<file path="src/rtl/ifetch_q_pkg.sv">
// Shared defaults for the fetch stage, ID and instruction memory.
// Also holds the width helper used to size the queue occupancy counter.
package ifetch_q_pkg;

    localparam int unsigned ADDR_W_DEF   = 16;
    localparam int unsigned DATA_W_DEF   = 32;
    localparam int unsigned DEPTH_DEF    = 4;
    localparam int unsigned RESET_PC_DEF = 0;

    // Counter must represent 0..depth inclusive.
    function automatic int unsigned cnt_w(input int unsigned depth);
        return $clog2(depth + 1);
    endfunction

endpackage

</file>
<file path="src/rtl/ifetch_q_fetch_fifo.sv">
// Synchronous FIFO of {inst, pc} entries with synchronous flush.
// Power-of-2 depth so the pointers wrap by natural overflow.
module ifetch_q_fetch_fifo
    import ifetch_q_pkg::*;
#(
    parameter int unsigned DEPTH = DEPTH_DEF,
    parameter int unsigned WIDTH = DATA_W_DEF + ADDR_W_DEF,
    localparam int unsigned CNT_W = cnt_w(DEPTH),
    localparam int unsigned PTR_W = $clog2(DEPTH)
) (
    input  logic             clk,
    input  logic             rst,
    input  logic             flush,
    input  logic             push,
    input  logic             pop,
    input  logic [WIDTH-1:0] din,
    output logic [WIDTH-1:0] head,
    output logic [CNT_W-1:0] count,
    output logic             empty,
    output logic             full
);

    logic [WIDTH-1:0] mem [DEPTH];
    logic [PTR_W-1:0] wr_ptr;
    logic [PTR_W-1:0] rd_ptr;
    logic             do_push;
    logic             do_pop;

    assign empty   = (count == '0);
    assign full    = (count == CNT_W'(DEPTH));
    assign do_push = push & ~full & ~flush & ~rst;
    assign do_pop  = pop & ~empty & ~flush & ~rst;
    assign head    = mem[rd_ptr];

    always_ff @(posedge clk) begin
        if (rst || flush) begin
            wr_ptr <= '0;
            rd_ptr <= '0;
            count  <= '0;
        end else begin
            if (do_push) wr_ptr <= wr_ptr + PTR_W'(1);
            if (do_pop)  rd_ptr <= rd_ptr + PTR_W'(1);
            case ({do_push, do_pop})
                2'b10:   count <= count + CNT_W'(1);
                2'b01:   count <= count - CNT_W'(1);
                default: count <= count;
            endcase
        end
    end

    // Storage needs no reset; flushing the pointers is enough.
    always_ff @(posedge clk) begin
        if (do_push) mem[wr_ptr] <= din;
    end

    always @(posedge clk) begin
        if (!rst) begin
            assert (count <= CNT_W'(DEPTH));
            assert (!(push && full && !flush));
        end
    end

endmodule

</file>
<file path="src/rtl/ifetch_q.sv">
// Instruction fetch with a credit-limited decoupling queue in front of ID.
// Redirect flushes the queue and drops the fetch that is in flight.
module ifetch_q
    import ifetch_q_pkg::*;
#(
    parameter int unsigned       ADDR_W   = ADDR_W_DEF,
    parameter int unsigned       DATA_W   = DATA_W_DEF,
    parameter int unsigned       DEPTH    = DEPTH_DEF,
    parameter logic [ADDR_W-1:0] RESET_PC = ADDR_W'(RESET_PC_DEF)
) (
    input  logic              clk,
    input  logic              rst,
    output logic              imem_req_o,
    output logic [ADDR_W-1:0] imem_addr_o,
    input  logic [DATA_W-1:0] imem_data_i,
    input  logic              branch_i,
    input  logic [ADDR_W-1:0] baddr_i,
    input  logic              stall_i,
    output logic              v_o,
    output logic [DATA_W-1:0] inst_o,
    output logic [ADDR_W-1:0] pc_o
);

    localparam int unsigned CNT_W = cnt_w(DEPTH);

    logic [ADDR_W-1:0]        pc_r;
    logic [ADDR_W-1:0]        inflight_pc_r;
    logic                     inflight_r;
    logic [CNT_W-1:0]         count;
    logic                     empty;
    logic                     full;
    logic [DATA_W+ADDR_W-1:0] head;
    logic [CNT_W:0]           occupancy;
    logic                     push;
    logic                     pop;

    // Credit ignores a same-cycle dequeue: conservative, never overflows.
    assign occupancy   = {1'b0, count} + (CNT_W+1)'(inflight_r);
    assign imem_req_o  = ~rst & ~branch_i & (occupancy < (CNT_W+1)'(DEPTH));
    assign imem_addr_o = pc_r;

    assign push   = inflight_r & ~branch_i & ~rst;
    assign v_o    = ~empty & ~branch_i & ~rst;
    assign pop    = v_o & ~stall_i;
    assign inst_o = head[ADDR_W +: DATA_W];
    assign pc_o   = head[ADDR_W-1:0];

    always_ff @(posedge clk) begin
        if (rst) begin
            pc_r          <= RESET_PC;
            inflight_r    <= 1'b0;
            inflight_pc_r <= RESET_PC;
        end else if (branch_i) begin
            pc_r       <= baddr_i;
            inflight_r <= 1'b0;
        end else if (imem_req_o) begin
            pc_r          <= pc_r + ADDR_W'(1);
            inflight_r    <= 1'b1;
            inflight_pc_r <= pc_r;
        end else begin
            inflight_r <= 1'b0;
        end
    end

    ifetch_q_fetch_fifo #(
        .DEPTH (DEPTH),
        .WIDTH (DATA_W + ADDR_W)
    ) u_fifo (
        .clk   (clk),
        .rst   (rst),
        .flush (branch_i),
        .push  (push),
        .pop   (pop),
        .din   ({imem_data_i, inflight_pc_r}),
        .head  (head),
        .count (count),
        .empty (empty),
        .full  (full)
    );

endmodule

</file>
<file path="config.mk">
export PLATFORM = sky130hd
export DESIGN_NAME = ifetch_q
export DESIGN_NICKNAME = d
export VERILOG_FILES = /design/src/rtl/ifetch_q_pkg.sv /design/src/rtl/ifetch_q_fetch_fifo.sv /design/src/rtl/ifetch_q.sv
export SDC_FILE = /design/constraint.sdc
export NUM_CORES = 1
export LEC_CHECK = 0
export CAP_MARGIN = 20
export CORE_MARGIN = 8
export CORE_UTILIZATION = 60
export DETAILED_ROUTE_END_ITERATION = 10
export DONT_BUFFER_PORTS = 1
export PLACE_DENSITY = 0.75
export SLEW_MARGIN = 20
export SYNTH_ARGS = -nofsm -noshare
export SYNTH_HDL_FRONTEND = slang
export SYNTH_HIERARCHICAL = 1
export SYNTH_SLANG_ARGS = --single-unit
</file>
<file path="constraint.sdc">
create_clock -name clk -period 3.7 [get_ports clk]
set_input_delay 0.555 -clock clk [delete_from_list [all_inputs] [get_ports clk]]
set_output_delay 0.555 -clock clk [all_outputs]
set_load 0.01 [all_outputs]
</file>
==> out/qor.txt, run 1 <==
Die area - 0.0191 sq mm
Mapped Nets - 561
Drt total wl - 16700 um
Total CTS buffers - 22
Min Tclk post-route - 2700 ps
Post-place setup slack - 1010 ps
Layout Skew - 7.61 ps
First-pass GRT wire length - 26500 um
Setup Total Neg Slack - 0 ps
Final worst path period share - 73.0%
Core area - 0.0145 sq mm
Drc violations - 0
Synthesized cell area - 0.00896 sq mm
Comb power frac - 1.2%
Layout cell share with drive strength beyond 1 - 19.8%
Power density over cell area - 520 mW/mm^2
Antenna diodes - 0
Seq pwr share - 56.4%
Worst rel slew slack - 62.1%
Worst-Margin Slew - 569 ps
Vias in the first global route - 4586
Cell area after layout - 0.00984 sq mm
Post-CTS Resized - 0
Endpoints failing setup - 0
Status - finished clean
Skew-Pair Late Insertion Delay - 490 ps
Highest Clock Rate - 0.370 GHz
CTS root buf - clkbuf_16
Die width - 138 um
Clock slew seen by the registers of the worst setup and hold paths - 60 ps
LEAKAGE - 3.13 nW
Crit end category - primary output
I/O pin count - 118
Routed Antenna Nets - 0
Max_cap viols - 0
Die Ht - 138 um
Cell Area, Placed - 0.00913 sq mm
Setup bufs post-CTS - 0
First-pass DRT Iterations - 5
Initial Util - 61.6%
Clock sinks - 234
Total Routing Usage GR - 17.3%
Vias per cell - 6.23
Critical path class - flip-flop to primary output
Syn_area_per_cell - 17.8 sq um
Remaining global-route overflow - 0
Sw Share - 19.0%
Slew Limit Fails - 0
HPWL after detailed placement - 10600 um
CP required - 3140 ps
DR vias - 4414
Routed length per instance - 23.6 um
HP Class - primary input to flip-flop
Internal power - 4.15 mW
Critical Path AT - 2140 ps
Num rows - 44
Type of origin of the critical path - flip-flop
Worst R2R Start - u_fifo/count[0]
Cell count after synthesis - 502
Peak supply drop - 0.275 mV
RSZ-0062 raised after global routing - false
Hold path startpoint - rst
CTS H-tree lvls - 1
Post-layout net count - 567
# hold bufs at CTS - 0
1st-iter DRT viols - 293
Synthesis-to-finish area growth - 9.86%
Net switching power figure - 0.973 mW
Initial antenna violation count - 0
CP max FO - 21
CTS tree - yes
I/O Buffers - 0
Fin. Hold Viols - 0
Routability cong. - 0.805
Longest Clk Path Bufs - 3
Yosys warnings - 6
Final WS setup - 1000 ps
Largest net degree at the start of global routing - 41
Clock share of power - 42.4%
metrics by stage:
stage	power, mW	util, %	hold slack, ps	std cells
after CTS	5.17	67.7	103	708
after floorplan	3.00	-	460	502
after global routing	5.28	67.7	102	708
after detailed placement	3.01	62.8	489	668
after global placement	3.00	62.8	475	668
final	5.12	67.7	122	708
critical path, cell delays in order, from the launching register on:
cell and delay (ps):
dfxtp_4 620, buf_4 390, mux4_2 630
path summary, 6_finish.rpt:
| path | end | slack [ps] | cells after the start |
|---|---|---|---|
| max | pc_o[6] | 1000 | 2 |
| min | inflight_pc_r[0] | 120 | 1 |
| max reg2reg | u_fifo/count[2] | 1000 | 10 |
| min reg2reg | inflight_pc_r[11] | 500 | 2 |
layout make-up:
cell class,instances,area [sq um]
clock inverters,17,133
inverters,13,53.8
fillers,937,4690
clock buffers,23,576
repair buffers,8,97.6
flip-flops and latches,234,6610
well taps,184,230
multi-input cells,229,2140
flip-flops by register name, indices dropped and copies added, names as in the netlist, named ones only:
signal,flops
imem_addr_o,16
inflight_pc_r,16
inflight_r,1
u_fifo/count,3
u_fifo/mem,192
u_fifo/rd_ptr,2
u_fifo/wr_ptr,2
metal layers:
metal	wire length [um]	up-vias	global-route usage, %
met3	1690	15	5.14
met4	211	0	4.52
li1	-	1995	-
met1	6680	2208	22.0
met5	0	-	0
met2	8130	196	28.5
power groups by stage:
stage          clock, mW  combinational, mW  sequential, mW
5_1_grt             2.32             0.0668            2.89
3_5_place_dp           0             0.0595            2.95
2_1_floorplan          0             0.0638            2.94
3_3_place_gp           0             0.0565            2.94
6_report            2.17             0.0597            2.89
4_1_cts             2.22             0.0598            2.89
cells in the final DEF, fill, tap and decap left out, drive strengths merged, types with 2 or more instances in the layout:
master / count
nor2: 20
edfxtp: 192
or2: 2
xor2: 4
and3: 8
bufinv: 2
nand2: 43
inv: 12
buf: 8
clkinvlp: 3
nor3: 8
ha: 6
a22oi: 3
or3: 3
clkinv: 13
dfxtp: 42
clkbuf: 23
a21oi: 33
a32oi: 3
nand3: 3
o32a: 2
o21ai: 11
and2: 2
o31ai: 2
mux4: 48
nand4: 8
nor3b: 3
Note: power is estimated with default switching activity, not from simulation.
==> run 2: changes to the inputs <==
CORE_UTILIZATION = 57   (was 60)
PLACE_DENSITY = 0.74   (was 0.75)
clock period = 2.25 ns   (was 3.7 ns; I/O delays follow)
==> out/qor.txt, run 2 (synthesis gave the netlist of run 1 again) <==
Hold path startpoint - baddr_i[12]
Initial Util - 57.4% (-4.2 points)
Max_cap viols - 0 (unchanged)
Highest Clock Rate - 0.437 GHz
FF-to-FF setup slack - -40 ps (-1040 ps)
Max FFs per register - 192 (unchanged)
Routed length per instance - 21.6 um (-8.6%)
Core area - 0.0156 sq mm (+7.3%)
WP buf/inv - 1 (unchanged)
Slowest cell on the critical path - dfxtp_4
Terminus of the critical flop-to-flop path - u_fifo/count[2]
Crit end category - flip-flop
LEAKAGE - 3.46 nW (+10%)
Vias in the first global route - 4745 (+3.5%)
Endpoints failing setup - 1 (+1)
Longest Clk Path Bufs - 3 (unchanged)
Commonest non-fill, non-tap cell in the layout - edfxtp_1
Net switching power figure - 1.74 mW (+78%)
Final instance count without filler cells - 797 (+13%)
HP Class - primary input to flip-flop
Vias per cell - 5.87 (-5.8%)
Fill cells - 1010 (+7.8%)
HPWL after detailed placement - 9680 um (-8.6%)
Skew-Pair Late Insertion Delay - 500 ps (about the same)
Largest net degree at the start of global routing - 49 (+20%)
Num rows - 46 (+4.5%)
Layout Skew - 9.97 ps (+2.35 ps)
Layout cell share with drive strength beyond 1 - 24.1% (+4.2 points)
Post-place setup slack - -102 ps (-1110 ps)
Setup Total Neg Slack - -36.1 ps (-36.1 ps)
Drc violations - 0 (unchanged)
Worst R2R Path Depth - 10 (unchanged)
Type of origin of the critical path - flip-flop
Total Routing Usage GR - 16.7% (-0.61 points)
CP top delay family - simple AND/OR/NAND/NOR gates
Antenna diodes - 0 (unchanged)
Internal power - 7.22 mW (+74%)
Final worst path period share - 102%
Die area - 0.0200 sq mm (+4.6%)
Failing checks - negative setup slack
Remaining global-route overflow - 0 (unchanged)
First-pass DRT Iterations - 5 (unchanged)
I/O Buffers - 0 (unchanged)
First-pass GRT wire length - 26300 um (-0.47%)
CTS tree - yes
Crit-path cells - nor3_4 > nor4_4 > o31ai_2 > nor2_1 > ha_2 > inv_2 > fa_2 > xor2_2 > or3_4 > a21oi_2
Worst hold-check slack - 19.8 ps (-102 ps)
Comb power frac - 2.3% (+1.1 points)
Hold EP - imem_addr_o[12]
DR vias - 4682 (+6.1%)
Peak supply drop - 0.685 mV (+150%)
I/O pin count - 118 (unchanged)
Final WS setup - -36.1 ps (-1040 ps)
RSZ-0062 raised after global routing - true
Placed Instances - 710 (+6.3%)
Sw Share - 19.4% (+0.38 points)
Seq pwr share - 52.9% (-3.5 points)
Fin. Hold Viols - 0 (unchanged)
Power density over cell area - 844 mW/mm^2 (+62%)
Worst rel slew slack - 29.6% (-33 points)
Synthesis-to-finish area growth - 18.4%
Min Tclk post-route - 2290 ps
Commonest non-fill, non-tap cells in the layout - edfxtp_1 (192), mux4_2 (48), nand2_1 (43)
Post-layout net count - 622 (+9.7%)
CP max FO - 4 (-81%)
Total CTS buffers - 24 (+9.1%)
Critical Path AT - 2720 ps (+580 ps)
Clock share of power - 44.8% (+2.4 points)
Status - complete, but fails checks
Worst-Margin Slew - 1050 ps (+484 ps)
Clock sinks - 234 (unchanged)
Drt total wl - 17200 um (+2.8%)
CTS H-tree lvls - 1 (unchanged)
Routed Antenna Nets - 0 (unchanged)
Slew Limit Fails - 0 (unchanged)
CP peak stage delay - 380 ps (-250 ps)
Die width - 141 um (+2.3%)
Die Ht - 141 um (+2.3%)
Initial antenna violation count - 0 (unchanged)
CP required - 2680 ps (-460 ps)
Worst R2R Start - u_fifo/count[1]
Routability cong. - 0.775 (-3.7%)
CTS root buf - clkbuf_16
Clock slew seen by the registers of the worst setup and hold paths - 60 ps (about the same)
Worst Hold Depth - 2 (+1)
Critical path class - flip-flop to flip-flop
1st-iter DRT viols - 279 (-4.8%)
Total power - 8.95 mW (+75%)
Largest register by flop count - u_fifo/mem
==> run 2: timing repair <==
action,CTS,global route
hold endpoints to repair,158,0
pin swaps,3,4
hold buffers,36,0
cloned,0,1
gates resized for setup,4,7
setup buffers,3,3
endpoints found under the setup margin,2,38
==> run 2: final cells by class <==
| type | instances | area (sq um) | share of cell area [%] |
|---|---|---|---|
| clock buffers | 28 | 657 | 6.19 |
| clock inverters | 16 | 159 | 1.50 |
| inverters | 13 | 56.3 | 0.531 |
| multi-input cells | 229 | 2190 | 20.7 |
| flip-flops and latches | 234 | 6620 | 62.4 |
| well taps | 216 | 270 | 2.55 |
| repair buffers | 61 | 648 | 6.11 |
==> run 2: through the flow <==
stage	area, sq um	util [%]
floorplan	9020	-
detailed placement	9320	59.7
finish	10600	68.0
global route	10600	68.0
global placement	9320	59.7
CTS	10500	67.5
==> run 2: worst max path at each step <==
stage / startpoint / to / slack (ps) / cells after the start
6_report: u_fifo/count[1] / u_fifo/count[2] / -40 / 10
5_1_grt: u_fifo/count[2] / u_fifo/count[2] / -150 / 10
4_1_cts: u_fifo/count[2] / u_fifo/count[2] / 9 / 9
3_5_place_dp: u_fifo/count[0] / u_fifo/count[2] / -100 / 10
3_3_place_gp: u_fifo/count[0] / u_fifo/count[2] / 70 / 10
2_1_floorplan: branch_i / u_fifo/count[2] / 30 / 11
==> run 2: per-layer routing <==
metal / GRT usage [%] / up-vias / wire length, um
li1: - / 2105 / -
met1: 20.9 / 2363 / 7030
met2: 27.8 / 189 / 8410
met3: 4.97 / 25 / 1470
met4: 4.69 / 0 / 263
met5: 0 / - / 0
==> run 2: power groups by stage <==
stage	clock network, mW	logic, mW	registers [mW]
finish	4.01	0.208	4.74
global route	4.28	0.226	4.74
CTS	4.09	0.205	4.74
detailed placement	0	0.120	4.83
global placement	0	0.116	4.83
floorplan	0	0.111	4.83
==> run 2: worst register-to-register path, stage by stage (launching register included) <==
cell	delay [ps]
dfxtp_4	380
nor3_4	60
nor4_4	310
o31ai_2	120
nor2_1	120
ha_2	210
inv_2	40
fa_2	350
xor2_2	160
or3_4	340
a21oi_2	120
